File: config.mk
export PLATFORM = sky130hd
export DESIGN_NAME = uart_tx_arbiter
export DESIGN_NICKNAME = d
export VERILOG_FILES = /design/src/rtl/uart_arb_pkg.sv /design/src/rtl/uart_arb_rr_pick.sv /design/src/rtl/uart_tx_arbiter.sv
export SDC_FILE = /design/constraint.sdc
export NUM_CORES = 1
export LEC_CHECK = 0
export ABC_AREA = 1
export CAP_MARGIN = 10
export CORE_MARGIN = 3
export CORE_UTILIZATION = 38
export CTS_CLUSTER_DIAMETER = 40
export DETAILED_ROUTE_END_ITERATION = 7
export PLACE_DENSITY = 0.84
export SETUP_SLACK_MARGIN = 0.3
export SKIP_CTS_REPAIR_TIMING = 1
export SYNTH_ARGS = -nofsm -noshare
export SYNTH_HDL_FRONTEND = slang
export SYNTH_SLANG_ARGS = --single-unit
export TNS_END_PERCENT = 100
File: constraint.sdc
create_clock -name clock -period 1.7 [get_ports clock]
set_clock_uncertainty 0.05 [all_clocks]
set_input_delay 0.255 -clock clock [delete_from_list [all_inputs] [get_ports clock]]
set_output_delay 0.255 -clock clock [all_outputs]
set_load 0.05 [all_outputs]
File: src/rtl/uart_arb_pkg.sv
// ============================================================================
// uart_arb_pkg : state encoding, source-tag base and round-robin pick helper
// Rev 1.0
// ============================================================================
`default_nettype none

package uart_arb_pkg;

   localparam logic [1:0] IDLE = 2'd0;
   localparam logic [1:0] TAG  = 2'd1;
   localparam logic [1:0] XFER = 2'd2;

   localparam logic [7:0] TAG_BASE = 8'hF0;

   // Largest supported requester count; the helper works on a fixed-width view.
   localparam int unsigned RR_MAX = 8;

   typedef struct packed {
      logic       found;
      logic [2:0] idx;
   } rr_pick_t;

   function automatic rr_pick_t rr_pick(
      input logic [RR_MAX-1:0] req,
      input logic [2:0]        ptr,
      input int unsigned       n
   );
      rr_pick_t r;
      int       j;
      r = '0;
      for (int k = 0; k < RR_MAX; k++) begin
         j = int'(ptr) + k;
         if (j >= int'(n)) begin
            j = j - int'(n);
         end
         if ((k < int'(n)) && !r.found && req[j[2:0]]) begin
            r.found = 1'b1;
            r.idx   = j[2:0];
         end
      end
      return r;
   endfunction

endpackage

`default_nettype wire

File: src/rtl/uart_arb_rr_pick.sv
// ============================================================================
// uart_arb_rr_pick : combinational rotate-priority encoder (first set bit at
// or above ptr_i, wrapping modulo NUM_REQ)
// Rev 1.0
// ============================================================================
`default_nettype none

module uart_arb_rr_pick
   import uart_arb_pkg::*;
#(
   parameter  int NUM_REQ = 4,
   localparam int IDX_W   = $clog2(NUM_REQ)
) (
   input  logic [NUM_REQ-1:0] req_i,
   input  logic [IDX_W-1:0]   ptr_i,
   output logic               found_o,
   output logic [IDX_W-1:0]   idx_o
);

   logic [RR_MAX-1:0] req_ext;
   logic [2:0]        ptr_ext;
   rr_pick_t          pick;

   always_comb begin
      req_ext                = '0;
      req_ext[NUM_REQ-1:0]   = req_i;
      ptr_ext                = '0;
      ptr_ext[IDX_W-1:0]     = ptr_i;
      pick                   = rr_pick(req_ext, ptr_ext, NUM_REQ);
   end

   assign found_o = pick.found;
   assign idx_o   = IDX_W'(pick.idx);

endmodule

`default_nettype wire

File: src/rtl/uart_tx_arbiter.sv
// ============================================================================
// uart_tx_arbiter : packet-atomic round-robin sharing of one UART TX byte
// stream, with a per-grant byte watchdog.
// Optional macro UART_ARB_SRC_TAG_EN prefixes each packet with 8'hF0|grant_id.
// Rev 1.0
// ============================================================================
`default_nettype none

module uart_tx_arbiter
   import uart_arb_pkg::*;
#(
   parameter  int NUM_REQ = 4,
   parameter  int DATA_W  = 8,
   parameter  int MAX_PKT = 256,
   localparam int IDX_W   = $clog2(NUM_REQ),
   localparam int CNT_W   = $clog2(MAX_PKT)
) (
   input  logic                      clock,
   input  logic                      reset_n,
   input  logic [NUM_REQ-1:0]        req_valid,
   input  logic [NUM_REQ*DATA_W-1:0] req_data,
   input  logic [NUM_REQ-1:0]        req_last,
   output logic [NUM_REQ-1:0]        req_ready,
   output logic                      tx_valid,
   output logic [DATA_W-1:0]         tx_data,
   input  logic                      tx_ready,
   output logic [IDX_W-1:0]          grant_id,
   output logic                      busy,
   output logic                      trunc_pulse
);

   logic [1:0]        state_q,    state_d;
   logic [IDX_W-1:0]  rr_ptr_q,   rr_ptr_d;
   logic [IDX_W-1:0]  grant_id_q, grant_id_d;
   logic [CNT_W-1:0]  cnt_q,      cnt_d;
   logic              busy_q,     busy_d;
   logic              trunc_q,    trunc_d;

   logic              pick_found;
   logic [IDX_W-1:0]  pick_idx;
   logic              sel_valid;
   logic              sel_last;
   logic [DATA_W-1:0] sel_data;
   logic [IDX_W-1:0]  rr_next;
   logic              cnt_at_max;

   uart_arb_rr_pick #(
      .NUM_REQ (NUM_REQ)
   ) u_pick (
      .req_i   (req_valid),
      .ptr_i   (rr_ptr_q),
      .found_o (pick_found),
      .idx_o   (pick_idx)
   );

   always_comb begin
      sel_valid = 1'b0;
      sel_last  = 1'b0;
      sel_data  = '0;
      for (int i = 0; i < NUM_REQ; i++) begin
         if (grant_id_q == IDX_W'(i)) begin
            sel_valid = req_valid[i];
            sel_last  = req_last[i];
            sel_data  = req_data[i*DATA_W +: DATA_W];
         end
      end
   end

   assign rr_next    = (grant_id_q == IDX_W'(NUM_REQ-1)) ? '0 : grant_id_q + IDX_W'(1);
   assign cnt_at_max = (cnt_q == CNT_W'(MAX_PKT-1));

   // Owner's handshake passes straight through to the FIFO port.
   always_comb begin
      tx_valid  = 1'b0;
      tx_data   = '0;
      req_ready = '0;
      case (state_q)
`ifdef UART_ARB_SRC_TAG_EN
         TAG: begin
            tx_valid = 1'b1;
            tx_data  = DATA_W'(TAG_BASE) | DATA_W'(grant_id_q);
         end
`endif
         XFER: begin
            tx_valid = sel_valid;
            tx_data  = sel_data;
            for (int i = 0; i < NUM_REQ; i++) begin
               if (grant_id_q == IDX_W'(i)) begin
                  req_ready[i] = tx_ready;
               end
            end
         end
         default: ;
      endcase
   end

   always_comb begin
      state_d    = state_q;
      rr_ptr_d   = rr_ptr_q;
      grant_id_d = grant_id_q;
      cnt_d      = cnt_q;
      busy_d     = busy_q;
      trunc_d    = 1'b0;
      case (state_q)
         IDLE: begin
            if (pick_found) begin
               grant_id_d = pick_idx;
               busy_d     = 1'b1;
               cnt_d      = '0;
`ifdef UART_ARB_SRC_TAG_EN
               state_d    = TAG;
`else
               state_d    = XFER;
`endif
            end
         end
`ifdef UART_ARB_SRC_TAG_EN
         TAG: begin
            if (tx_ready) begin
               state_d = XFER;
            end
         end
`endif
         XFER: begin
            if (sel_valid && tx_ready) begin
               if (sel_last || cnt_at_max) begin
                  // Release on the last byte wins over the watchdog.
                  state_d  = IDLE;
                  rr_ptr_d = rr_next;
                  busy_d   = 1'b0;
                  trunc_d  = !sel_last;
               end else begin
                  cnt_d = cnt_q + CNT_W'(1);
               end
            end
         end
         default: begin
            state_d = IDLE;
            busy_d  = 1'b0;
         end
      endcase
   end

   always_ff @(posedge clock or negedge reset_n) begin
      if (!reset_n) begin
         state_q    <= IDLE;
         rr_ptr_q   <= '0;
         grant_id_q <= '0;
         cnt_q      <= '0;
         busy_q     <= 1'b0;
         trunc_q    <= 1'b0;
      end else begin
         state_q    <= state_d;
         rr_ptr_q   <= rr_ptr_d;
         grant_id_q <= grant_id_d;
         cnt_q      <= cnt_d;
         busy_q     <= busy_d;
         trunc_q    <= trunc_d;
      end
   end

   assign grant_id    = grant_id_q;
   assign busy        = busy_q;
   assign trunc_pulse = trunc_q;

endmodule

`default_nettype wire

# Word-level counts from Yosys, hierarchy flattened
# Cells that the tools add are included.
# classes
add_sub_neg	9
n_lt_le_gt_ge	8
eq_ne	9
n_mux	51
n_reduce_logical	16
# op_table
cell	count
greater-or-equal comparator 32 x 4 -> 1 bit (second input constant)	3
two-way mux 8 bit	8
two-way mux 1 bit	23
two-way mux 4 bit	5
less-than comparator 3 x 4 -> 1 bit (second input constant)	4
one-hot mux 8 bit (2 select lines)	1
binary-select mux 1 bit (select 3 bit)	4
two-way mux 3 bit	4
subtractor 3 bit (second input constant)	3
adder 8 x 1 -> 8 bit (second input constant)	1
== test 8 bit (second input constant)	1
two-way mux 2 bit	4
adder 2 x 2 -> 3 bit (second input constant)	2
== test 2 bit (second input constant)	3
!= test 2 bit (second input constant)	3
AND reduction 3 bit	2
logical AND 1 bit	4
logical NOT 1 bit	4
logical NOT 2 bit	2
one-hot mux 2 bit (2 select lines)	1
AND reduction 4 bit	1
adder 2 x 1 -> 3 bit (second input constant)	1
greater-or-equal comparator 2 x 3 -> 1 bit (second input constant)	1
subtractor 2 x 3 -> 3 bit (second input constant)	1
7 further kinds	7
# totals
register_bits	16
inputBits	43

# Depth between registers and ports, before layout
# depth
ltp_word	16
mapped_depth	13

# Cells and area by module
# Synthesis repeated with hierarchy kept, for this count alone.
# unflattened
hier_cells	234
hier_area_um2	1514.0
# by_module_without_submodules
module	instances	cells_per_inst	area_each_um2
uart_tx_arbiter	1	175	1219.9
uart_arb_rr_pick	1	59	294.0

# Worst setup path before layout
# No wires, ideal clock.
# synth_path
path_type	register to output
start	register grant_id_q[0] (netlist: grant_id[0])
end	output port tx_data[0]
arrival_time_ns	2.314
required_ns	1.395
path_slack_ns	-0.919
path_stages_with_launch	7
n_path_buf	1
cell_sequence	dfrtp_1 > inv_1 > ha_1 > inv_2 > clkbuf_1 > o21ai_0 > a21oi_1
# synth_between
elab_chain_cells	6
# synth_lines
item	line_no	rtl
from (decl)	uart_tx_arbiter.sv:34	logic [IDX_W-1:0] grant_id_q, grant_id_d;
from (signal assigned)	uart_tx_arbiter.sv:155	grant_id_q <= grant_id_d;
logical NOT 2 bit	uart_tx_arbiter.sv:61	if (grant_id_q == IDX_W'(i)) begin
two-way mux 8 bit (3 in series)	uart_tx_arbiter.sv:61	
two-way mux 8 bit (*)	uart_tx_arbiter.sv:61	
two-way mux 8 bit (*)	uart_tx_arbiter.sv:77	case (state_q)
to (decl)	uart_tx_arbiter.sv:25	output logic [DATA_W-1:0] tx_data,
# Every way passes the cells marked *; elsewhere a longest branch is shown, timed or not.

# Worst setup path after layout
# layout_path
start	register grant_id_q[0] (netlist: grant_id[0])
end	output port tx_data[2]
# Same word-level chain as after synthesis.

==> impl_metrics.toml <==
[floorplan]
core.rowCount = 21
start_util = 0.404
core_um2 = 3420
die_w_um = 66.3
ios = 60
dieArea_um2 = 4390
die_y_um = 66.3

[cells_and_area]
synthToLayoutAreaGrowth_pct = 114
fin_util = 0.866
drive_above_1_share = 0.482
num_antenna_cells = 0
instances_no_fill = 382
fin_nets = 385

[sta]
relSlewSlack = 0.688
worst_slack_ns = -0.487
timing_max_transition_violations_final = 0
max_freq_mhz = 457
setup_viol = 26
finalCriticalPeriod_ns = 2.19
rsz0062_at_grt = "yes"
timing.setup.tns_ns = -8.49
hold_viol_final = 0
timing.final.crit_share = 1.29
tightestPinTransition_ns = 0.463

[worst_setup_path]
cp-start-kind = "flop"
worst_ep_required_time_ns = 1.39
critPathMaxFanout = 8
criticalPathCategory = "flop to output pin"
cp-end-kind = "output pin"
rr_worst_depth = 14
arrival_ns = 1.88

[place]
gp_congestion = 0.846
dp.cells = 364
hpwl_mm = 3.98
portBuffers = 59

[clock_network]
clock_path_buffers = 2
cts_tree = "yes"
cts_inserted_buffers = 3
clock-sinks = 14
cts.clk_slew.worst_paths_ns = 0.10
ctsRootBufferMaster = "clkbuf_4"
htree_levels = 1
clock_latency_ns = 0.31

[detailed_routing]
top_layer = "met4"
drt-vias-per-instance = 5.80
ant_nets = 0
met2_length_mm = 3.75
route.detailed.drc = 0
drt_first_pass_iters = 5
met1_length_mm = 2.73
wl_per_cell_um = 19.7
vias = 2217
wirelength_mm = 7.51
wl_met3_um = 623
drt_iter0_drc = 127

[pwr]
power_mw = 6.30
p_int_mw = 2.85
p_sw_frac = 0.547
p_leak_nw = 1.38
p_seq_frac = 0.091
power.switching_mw = 3.45
clkPwrFrac = 0.035
irDropWorstVdd_mv = 1.50
p_comb_frac = 0.875
powerDensity_nw_per_um2 = 2130

[synth]
yosys_register_bits = 14
synth.distinct_cells = 23
yosys_warnings = 0
synthesis.nets = 276
seq_area_frac_synth = 0.254
ys.flop_type = "dfrtp_1"
yosys-top-cells-count = "79 x nand2_1, 21 x nand3_1, 20 x inv_1"
post-synth-top-count-cell = "nand2_1"
synthArstFlopShare = 1.00
syn_inst = 228
syn_area_um2 = 1380
synth.avg_cell_area_um2 = 6.06
synth_top_area_frac = 0.254
synth-edff-count = 0
synth_area_leaders = "dfrtp_1 25%, nand2_1 21%, nand3_1 7.6%, o21ai_0 6.9%, inv_1 5.4%"
yosysTopAreaCell = "dfrtp_1"

[grt]
gr-total-overflow = 0
antenna_found_initial = 0
grt_start_max_net_pins = 15
grt_usage = 0.227
grt_pass1_vias = 1841
grt_pass1_wl_mm = 7.89

[run]
cap_viol_max_count = 0

[outcome]
violations = "setup timing"
status = "finished with violations"

[hold_path]
worstHoldPathType = "primary input to async pin"
## power by group through the flow
| stage | clock network, mW | logic [mW] | registers (mW) |
|---|---|---|---|
| 2_1_floorplan | 0 | 2.76 | 0.621 |
| 3_3_place_gp | 0 | 4.14 | 0.567 |
| 3_5_place_dp | 0 | 4.25 | 0.571 |
| 4_1_cts | 0.209 | 4.27 | 0.566 |
| 5_1_grt | 0.226 | 5.80 | 0.575 |
| 6_report | 0.219 | 5.51 | 0.571 |
## registers in the layout (all words and copies together), names as in the netlist
signal       cells
cnt_q            8
rr_ptr_q         2
trunc_pulse      1
busy             1
grant_id         2
## cell usage in the layout (no fill, tap or decap), drive strengths merged
master,instances
xnor2,1
nand4,5
a21oi,13
dfrtp,14
a21o,1
o21ai,21
inv,23
clkbuf,4
a22oi,8
nor4,1
ha,5
nor2,23
clkdlybuf4s50,42
clkinv,2
nand3,22
nand2,85
buf,66
## layout make-up
| class | instances | area, um^2 |
|---|---|---|
| multi-input combinational | 185 | 1300 |
| timing repair buffer | 108 | 1100 |
| fill | 160 | 458 |
| sequential | 14 | 357 |
| inverter | 25 | 115 |
| tap | 46 | 57.6 |
| clock buffer | 4 | 26.3 |
## worst max-delay path, cell delays in order (launching register included)
cell     delay (ns)
dfrtp_2        0.48
ha_4           0.23
buf_4          0.16
a22oi_1        0.23
nand2_1        0.11
o21ai_2        0.11
a21oi_4        0.08
buf_6          0.16
## metal layers
metal,track usage,vias to the layer above
met5,0,-
met1,0.279,1056
li1,-,972
met2,0.399,146
met4,0.0787,0
met3,0.0340,43
## cell families (layout without fill, tap and decap cells)
kind of cell / after synthesis / in the layout / share of synthesized area
compound gates: 43 / 43 / 0.172
xor+xnor: 1 / 1 / 0.00634
fa+ha+maj: 5 / 5 / 0.0453
buf+inv: 31 / 137 / 0.101
flops: 14 / 14 / 0.254
simple gates: 134 / 136 / 0.422
## through the flow
stage | worst slack, ns | hold WS (ns) | area, um^2
floorplan | -0.173 | -0.0906 | 1650
detailed placement | -0.186 | 0.477 | 2550
finish | -0.487 | 0.195 | 2960
global placement | -0.135 | 0.470 | 2550
CTS | -0.509 | 0.221 | 2570
global route | -0.601 | 0.225 | 2960
## worst paths after layout
path	slack, ns	to	startpoint
worst min register to register	0.53	cnt_q[1]$_DFFE_PN0P_	cnt_q[1]$_DFFE_PN0P_
worst max-delay path	-0.49	tx_data[2]	grant_id[0]$_DFFE_PN0P_
worst min-delay path	0.19	cnt_q[1]$_DFFE_PN0P_	reset_n
worst max register to register	-0.37	cnt_q[2]$_DFFE_PN0P_	grant_id[0]$_DFFE_PN0P_
max in group asynchronous	1.21	grant_id[1]$_DFFE_PN0P_	reset_n
min in group clock	0.53	cnt_q[1]$_DFFE_PN0P_	cnt_q[1]$_DFFE_PN0P_
Power figures use the tool's default switching activity.
